--- src/rtl/regfile_sb.sv ---
// Multi-read-port integer register file with a busy scoreboard; x0 hardwired to zero.
// Optional same-cycle write-to-read forwarding under `REGFILE_SB_BYPASS_EN.

module regfile_sb_rdport #(
  parameter int XLEN  = 64,
  parameter int AW    = 5,
  parameter int DEPTH = 32
) (
  input  logic [AW-1:0]               i_addr,
  input  logic [DEPTH-1:0][XLEN-1:0]  i_rf,
  input  logic [DEPTH-1:0]            i_busy,
  input  logic                        i_fwd_en,
  input  logic [AW-1:0]               i_fwd_addr,
  input  logic [XLEN-1:0]             i_fwd_data,
  input  logic                        i_fwd_busy,
  output logic [XLEN-1:0]             o_data,
  output logic                        o_busy
);
  logic w_hit;
  assign w_hit  = i_fwd_en && (i_fwd_addr == i_addr);
  assign o_data = w_hit ? i_fwd_data : i_rf[i_addr];
  assign o_busy = w_hit ? i_fwd_busy : i_busy[i_addr];
endmodule

module regfile_sb #(
  parameter int XLEN = 64,
  parameter int NREG = 32,
  parameter int NRD  = 2,
  localparam int AW    = $clog2(NREG),
  localparam int CW    = $clog2(NREG+1),
  localparam int DEPTH = 1 << AW
) (
  input  logic                 clk,
  input  logic                 rst_n,
  input  logic [NRD*AW-1:0]    i_rd_addr,
  output logic [NRD*XLEN-1:0]  o_rd_data,
  output logic [NRD-1:0]       o_rd_busy,
  input  logic                 i_wb_en,
  input  logic [AW-1:0]        i_wb_addr,
  input  logic [XLEN-1:0]      i_wb_data,
  input  logic                 i_iss_en,
  input  logic [AW-1:0]        i_iss_addr,
  output logic [NREG-1:0]      o_busy_vec,
  output logic [CW-1:0]        o_busy_cnt
);
  function automatic logic f_valid(input logic [AW-1:0] a);
    return (a != '0) && (32'(a) < NREG);
  endfunction

  logic                       w_wb_v, w_iss_v;
  logic [DEPTH-1:0][XLEN-1:0] w_rf;
  logic [DEPTH-1:0]           w_busy;
  logic                       w_inc, w_dec;
  logic                       w_fwd_en, w_fwd_busy;
  logic [CW-1:0]              r_cnt;

  assign w_wb_v  = i_wb_en  && f_valid(i_wb_addr);
  assign w_iss_v = i_iss_en && f_valid(i_iss_addr);

  // Entry 0 and the padding above NREG read as constant zero / never busy.
  assign w_rf[0]   = '0;
  assign w_busy[0] = 1'b0;
  for (genvar g = NREG; g < DEPTH; g++) begin : g_pad
    assign w_rf[g]   = '0;
    assign w_busy[g] = 1'b0;
  end

  for (genvar g = 1; g < NREG; g++) begin : g_reg
    logic [XLEN-1:0] r_q;
    logic            r_b;
    logic            w_wr, w_is;
    assign w_wr = w_wb_v  && (i_wb_addr  == AW'(g));
    assign w_is = w_iss_v && (i_iss_addr == AW'(g));
    always_ff @(posedge clk or negedge rst_n) begin
      if (!rst_n) begin
        r_q <= '0;
        r_b <= 1'b0;
      end else begin
        if (w_wr) r_q <= i_wb_data;
        // A new producer issued in the write-back cycle keeps the register busy.
        if (w_is)      r_b <= 1'b1;
        else if (w_wr) r_b <= 1'b0;
      end
    end
    assign w_rf[g]   = r_q;
    assign w_busy[g] = r_b;
  end

  assign w_inc = w_iss_v && !w_busy[i_iss_addr];
  assign w_dec = w_wb_v && w_busy[i_wb_addr] &&
                 !(w_iss_v && (i_iss_addr == i_wb_addr));

  always_ff @(posedge clk or negedge rst_n) begin
    if (!rst_n) r_cnt <= '0;
    else        r_cnt <= r_cnt + CW'(w_inc) - CW'(w_dec);
  end

  assign o_busy_vec = w_busy[NREG-1:0];
  assign o_busy_cnt = r_cnt;

`ifdef REGFILE_SB_BYPASS_EN
  assign w_fwd_en = w_wb_v && rst_n;
`else
  assign w_fwd_en = 1'b0;
`endif
  assign w_fwd_busy = w_iss_v && (i_iss_addr == i_wb_addr);

  for (genvar k = 0; k < NRD; k++) begin : g_rd
    regfile_sb_rdport #(.XLEN(XLEN), .AW(AW), .DEPTH(DEPTH)) u_rd (
      .i_addr     (i_rd_addr[k*AW +: AW]),
      .i_rf       (w_rf),
      .i_busy     (w_busy),
      .i_fwd_en   (w_fwd_en),
      .i_fwd_addr (i_wb_addr),
      .i_fwd_data (i_wb_data),
      .i_fwd_busy (w_fwd_busy),
      .o_data     (o_rd_data[k*XLEN +: XLEN]),
      .o_busy     (o_rd_busy[k])
    );
  end
endmodule

--- config.mk ---
export PLATFORM = sky130hd
export DESIGN_NAME = regfile_sb
export DESIGN_NICKNAME = d
export VERILOG_FILES = /design/src/rtl/regfile_sb.sv
export SDC_FILE = /design/constraint.sdc
export NUM_CORES = 2
export LEC_CHECK = 0
export BUFFER_PORTS_ARGS = -buffer_cell sky130_fd_sc_hd__buf_2
export CAP_MARGIN = 20
export CELL_PAD_IN_SITES_DETAIL_PLACEMENT = 2
export CELL_PAD_IN_SITES_GLOBAL_PLACEMENT = 2
export CORE_UTILIZATION = 35
export DETAILED_ROUTE_END_ITERATION = 8
export PLACE_DENSITY = 0.6
export REMOVE_ABC_BUFFERS = 1
export SETUP_SLACK_MARGIN = 0.15
export SKIP_CTS_REPAIR_TIMING = 1
export SLEW_MARGIN = 20
export SYNTH_ARGS = -nofsm -noshare
export SYNTH_HDL_FRONTEND = slang
export SYNTH_SLANG_ARGS = --single-unit
--- constraint.sdc ---
create_clock -name clk -period 4.3 [get_ports clk]
set_input_delay 1.075 -clock clk [delete_from_list [all_inputs] [get_ports clk]]
set_output_delay 1.075 -clock clk [all_outputs]
set_load 0.02 [all_outputs]
# == Word level (Yosys, flattened, before mapping) ==
# Index checks and enable logic that the tools add are counted.
# word_totals
regBits,2021
in_bits,88
output_inout_bits,168
elab_cells,309
# op_classes
addsub,2
n_lt_le_gt_ge,4
n_eq_ne,63
mux,74
reduce_logical,103
# op_table
op,n
$bmux 64 s5,2
$eq 5x5->1 const B,32
$mux 64,2
$eq 5x4->1 const B,16
$logic_and 1x1->1,68
$mux 1,66
$reduce_bool 2->1,31
$eq 5x3->1 const B,8
$lt 5x6->1 const B,4
$bmux 1 s5,4
$eq 5x2->1 const B,4
$eq 5x1->1 const B,2
$reduce_bool 5->1,2
$add 6x1->6,1
$sub 6x1->6,1
$eq 5x5->1,1
$logic_not 1->1,2

# == Longest topological paths before layout ==
# depth
ltp_word,6
ltp_mapped,13
depth_no_buf,11

# == Modules after synthesis ==
# Synthesis repeated with hierarchy kept, for this count alone.
# unflattened
hier_cells,7745
hier_area_um2,111808.5
# modules_own_cells
module,n_inst,cells_each,area_each_um2,seq_area_each_um2
regfile_sb,1,4665,76985.1,50573.5
regfile_sb_rdport,2,1540,17411.7,0.0

# == Worst setup path before layout ==
# OpenSTA, ideal clock, no wires.
# synth_path
path_type,input to register
startpoint,in i_iss_addr[0]
endpoint,reg r_cnt[5] (netlist: o_busy_cnt[5])
setup_ps,87
t_arrival_ps,3785
t_required_ps,4213
slack_ps,429
stages,12
n_path_buf,2
path_cell_list,buf_2 > buf_1 > mux2_2 > o211a_1 > a2111oi_0 > ha_1 > inv_1 > ha_1 > a21o_1 > a21o_1 > a2111o_1 > o211ai_1
# synth_between
elab_chain_cells,6
word_cells_on_any_way,12
cone_classes,add/sub: 2; eq/ne: 1; mux: 2; reduce/logical: 7
# synth_rtl
element,line_no,rtl
start: declaration,42,"input logic [AW-1:0] i_iss_addr,"
$bmux 1 s5 or $reduce_bool 5->1 (tied branches),"89, 47",
$mux 1 (implied by the code) or $logic_and 1x1->1 (tied branches),"89, 58",
$logic_not 1->1 or $logic_and 1x1->1 (tied branches),n/a,
$logic_and 1x1->1 or $logic_not 1->1 (tied branches),"89, 91",
$add 6x1->6 or $logic_and 1x1->1 (tied branches),"95, 90",
$sub 6x1->6 (*),95,else r_cnt <= r_cnt + CW'(w_inc) - CW'(w_dec);
end signal: assignment,95,
end: declaration,55,logic [CW-1:0] r_cnt;
# Every way passes the cells marked *; elsewhere a longest branch is shown, timed or not. The select of a mux whose other input is x is not followed.
# A chain may end at the register's enable or synchronous reset.

# == Worst setup path after layout ==
# layout_path
startpoint,in i_rd_addr[0]
endpoint,out o_rd_data[62]
# layout_between
elab_chain_cells,2
# layout_rtl
element,line_no,rtl
start: declaration,35,"input logic [NRD*AW-1:0] i_rd_addr,"
$bmux 64 s5,21,assign o_data = w_hit ? i_fwd_data : i_rf[i_addr];
$mux 64 (implied by the code),21,
end: declaration,36,"output logic [NRD*XLEN-1:0] o_rd_data,"
# No other way between the ends. The select of a mux whose other input is x is not followed.

==> impl_metrics.json <==
{
  "nNetsFinal": 7902,
  "synth_edf_count": 0,
  "synth-warning-count": 0,
  "power_frac_seq_pct": 42.0,
  "final_cell_mix": "mux2_2, dfrtp_1, mux4_2",
  "switching_power_w": 0.01792,
  "grt_pass1_vias": 79960,
  "initial_core_util_pct": 35.31,
  "nFillCells": 29580,
  "drtIter0Drc": 4599,
  "avgViaCountPerCell": 5.983,
  "crit_start": "i_rd_addr[0]",
  "cts_made_buffers": 241,
  "p_per_area_nw_per_um2": 471.3,
  "crit_path_end": "o_rd_data[62]",
  "drcViolationCount": 0,
  "stdcell_count": 12130,
  "setup_slack_ps": 1.767,
  "ys_seq_area_share_pct": 46.22,
  "ys_ff_latch": 2021,
  "p_leak_nw": 57.09,
  "end_kind": "primary output",
  "htreeDepth": 4,
  "cts.path.max_buffers": 4,
  "worstRegToRegCells": 11,
  "grt_max_degree": 126,
  "ioPinCount": 256,
  "die_y_um": 561.1,
  "finalCritPeriodShare_pct": 99.96,
  "gr-usage-all-layers_pct": 25.92,
  "clkSlewWorstSetupHoldPaths_ps": 60,
  "drt_wl_total_um": 420300,
  "setup-violations-final": 0,
  "firstDrtPassIters": 5,
  "grt_overflow": 0,
  "syn2layout_area_growth_pct": 19.72,
  "clock-root-buffer": "clkbuf_16",
  "critPathLaunchType": "input pin",
  "synth_cells": 7417,
  "r2r_slack_ps": 910,
  "intPower_w": 0.04381,
  "antenna_found_initial": 19,
  "maxSlewHeadroom_pct": 38.15,
  "yosysUniqueCellTypes": 57,
  "synth_area_um2": 109400,
  "drv_cap": 0,
  "coreArea_um2": 309900,
  "place_congestion": 0.7905,
  "pwr-share-comb_pct": 22.8,
  "cts_tree": "yes",
  "cpMaxStageDelayCell": "o31ai_4",
  "slew_violations": 0,
  "die_x_um": 561.1,
  "switching_share_pct": 29.03,
  "die-area_um2": 314900,
  "port-buffer-count": 254,
  "layout_commonest_cell": "mux2_2",
  "clkSinkCount": 2021,
  "final_antenna_net_count": 0,
  "tightest_slew_ps": 927.8,
  "fin_worst_skew_ps": 11.56,
  "fmax_mhz": 232.7,
  "worstPathCellList": "buf_16, clkbuf_16, buf_16, nor2b_4, buf_12, buf_6, a22oi_1, o221a_2, o31ai_4, buf_4, buf_4",
  "critical_path.max_stage_delay_ps": 310,
  "hpwl_um": 263400,
  "async_flop_share_pct": 100.0,
  "worst_ep_arrival_time_ps": 3220,
  "clock_latency_ps": 900,
  "timing.setup.tns_ps": 0,
  "fin_util_pct": 42.27,
  "postSynthAreaPerCell_um2": 14.75,
  "wl_per_cell_um": 34.66,
  "rsz0062_at_grt": "true",
  "status": "finished clean",
  "worst_ep_required_time_ps": 3220,
  "ir_worst_vdd_mv": 0.3173,
  "final_hold_viol_count": 0,
  "finalCriticalPeriod_ps": 4298,
  "rr_endpoint": "o_busy_cnt[4]",
  "power_frac_clock_pct": 35.2,
  "drive_gt1_share_pct": 57.15,
  "row_count": 204,
  "min_path_type": "in -> async",
  "dr_total_vias": 72550,
  "hold_ws_ps": 114.8,
  "grt_pass1_wl_um": 601000,
  "worstReg2RegStart": "g_reg[16].r_b",
  "yosys_most_used_dff": "dfrtp_1",
  "cp_max_fo": 8,
  "dp_worst_setup_slack_ps": -638.3,
  "path_class": "in -> out",
  "dp_cells": 11550
}
## how the worst min path moves through the flow
stage | to | slack [ps] | cells after the start
floorplan | g_reg[3].r_q[31] | 470 | 1
global placement | g_reg[3].r_q[34] | 480 | 1
detailed placement | g_reg[29].r_q[4] | 500 | 1
CTS | g_reg[20].r_q[0] | 130 | 1
global route | g_reg[10].r_q[25] | 110 | 1
finish | g_reg[10].r_q[25] | 110 | 1
## flip-flops by register name, summed over array words and instances, names as in the netlist
signal / cells
g.r_b: 31
o_busy_cnt: 6
g.r_q: 1984
## kinds of logic (layout without fill, tap and decap cells)
| kind of cell | after synthesis | count (layout) | synth area share, % |
|---|---|---|---|
| xor+xnor | 9 | 9 | 0.07204 |
| flops | 2021 | 2021 | 46.22 |
| buf+inv | 865 | 1451 | 3.981 |
| fa+ha+maj | 7 | 7 | 0.08691 |
| simple gates | 432 | 432 | 1.887 |
| mux | 3305 | 3305 | 42.54 |
| compound gates | 777 | 777 | 5.204 |
| other cells | 1 | 5 | 0.003427 |
## synth_stat cells, types with 3 or more instances
library cell,number,share of area (%)
mux2_2,2074,21
dfrtp_1,2021,46
mux4_2,858,18
clkbuf_1,378,1.3
mux2i_1,264,2.4
buf_2,235,1.1
nand2_1,231,0.79
buf_4,157,1.1
a22o_1,139,1.1
a22oi_1,130,0.89
mux2_1,109,1.1
o21ai_0,98,0.45
nor2_1,76,0.26
a21oi_1,69,0.32
a211o_1,65,0.52
and3_1,65,0.37
o221a_2,65,0.67
o22ai_1,65,0.37
o31ai_1,65,0.45
o21ai_1,64,0.29
buf_1,51,0.17
buf_6,30,0.31
inv_1,14,0.048
nor2_4,9,0.093
nor2b_1,7,0.040
ha_1,6,0.069
nand2b_1,6,0.034
nor3_1,5,0.023
xor2_1,5,0.040
nor2_8,4,0.073
xnor2_1,4,0.032
a21o_1,3,0.021
a32o_1,3,0.027
and2_1,3,0.017
and4_1,3,0.024
nand3_1,3,0.014
nor2_2,3,0.017
nor3b_1,3,0.021
or2_1,3,0.017
## metrics by stage
stage / total power, W / area, µm²
3_3_place_gp: 0.03885 / 119300
6_report: 0.06173 / 131000
5_1_grt: 0.06431 / 131000
4_1_cts: 0.06171 / 127600
2_1_floorplan: 0.03379 / 105100
3_5_place_dp: 0.03965 / 119300
## power groups by stage
stage | sequential [W] | clock (W) | combinational (W)
final | 0.0259 | 0.0217 | 0.0141
after CTS | 0.0259 | 0.0223 | 0.0136
after detailed placement | 0.0262 | 0 | 0.0135
after floorplan | 0.0249 | 0 | 0.00884
after global routing | 0.0264 | 0.0229 | 0.0150
after global placement | 0.0258 | 0 | 0.0130
## final cells by class
class	instances	area (µm²)	area share [%]
Multi-Input combinational cell	4531	55540	42.40
Sequential cell	2021	50570	38.61
Timing Repair Buffer	998	11320	8.640
Clock buffer	337	7007	5.349
Tap cell	4120	5155	3.935
Clock inverter	102	1326	1.013
Inverter	14	57.56	0.04394
Antenna cell	4	10.01	0.007642
## metal layers
layer,GRT usage (%),up-vias,part of all wire [%]
met4,6.505,6,2.7
met1,35.91,40810,45
met5,0,-,0.0079
met3,3.052,566,3.9
li1,-,29460,-
met2,43.23,1713,49
## worst max-delay path: cells and delay by family
kind	cells	cell delay (ps)
compound gates	3	640
buf+inv	7	1220
simple gates	1	190
Note: power is estimated with default switching activity, not from simulation.
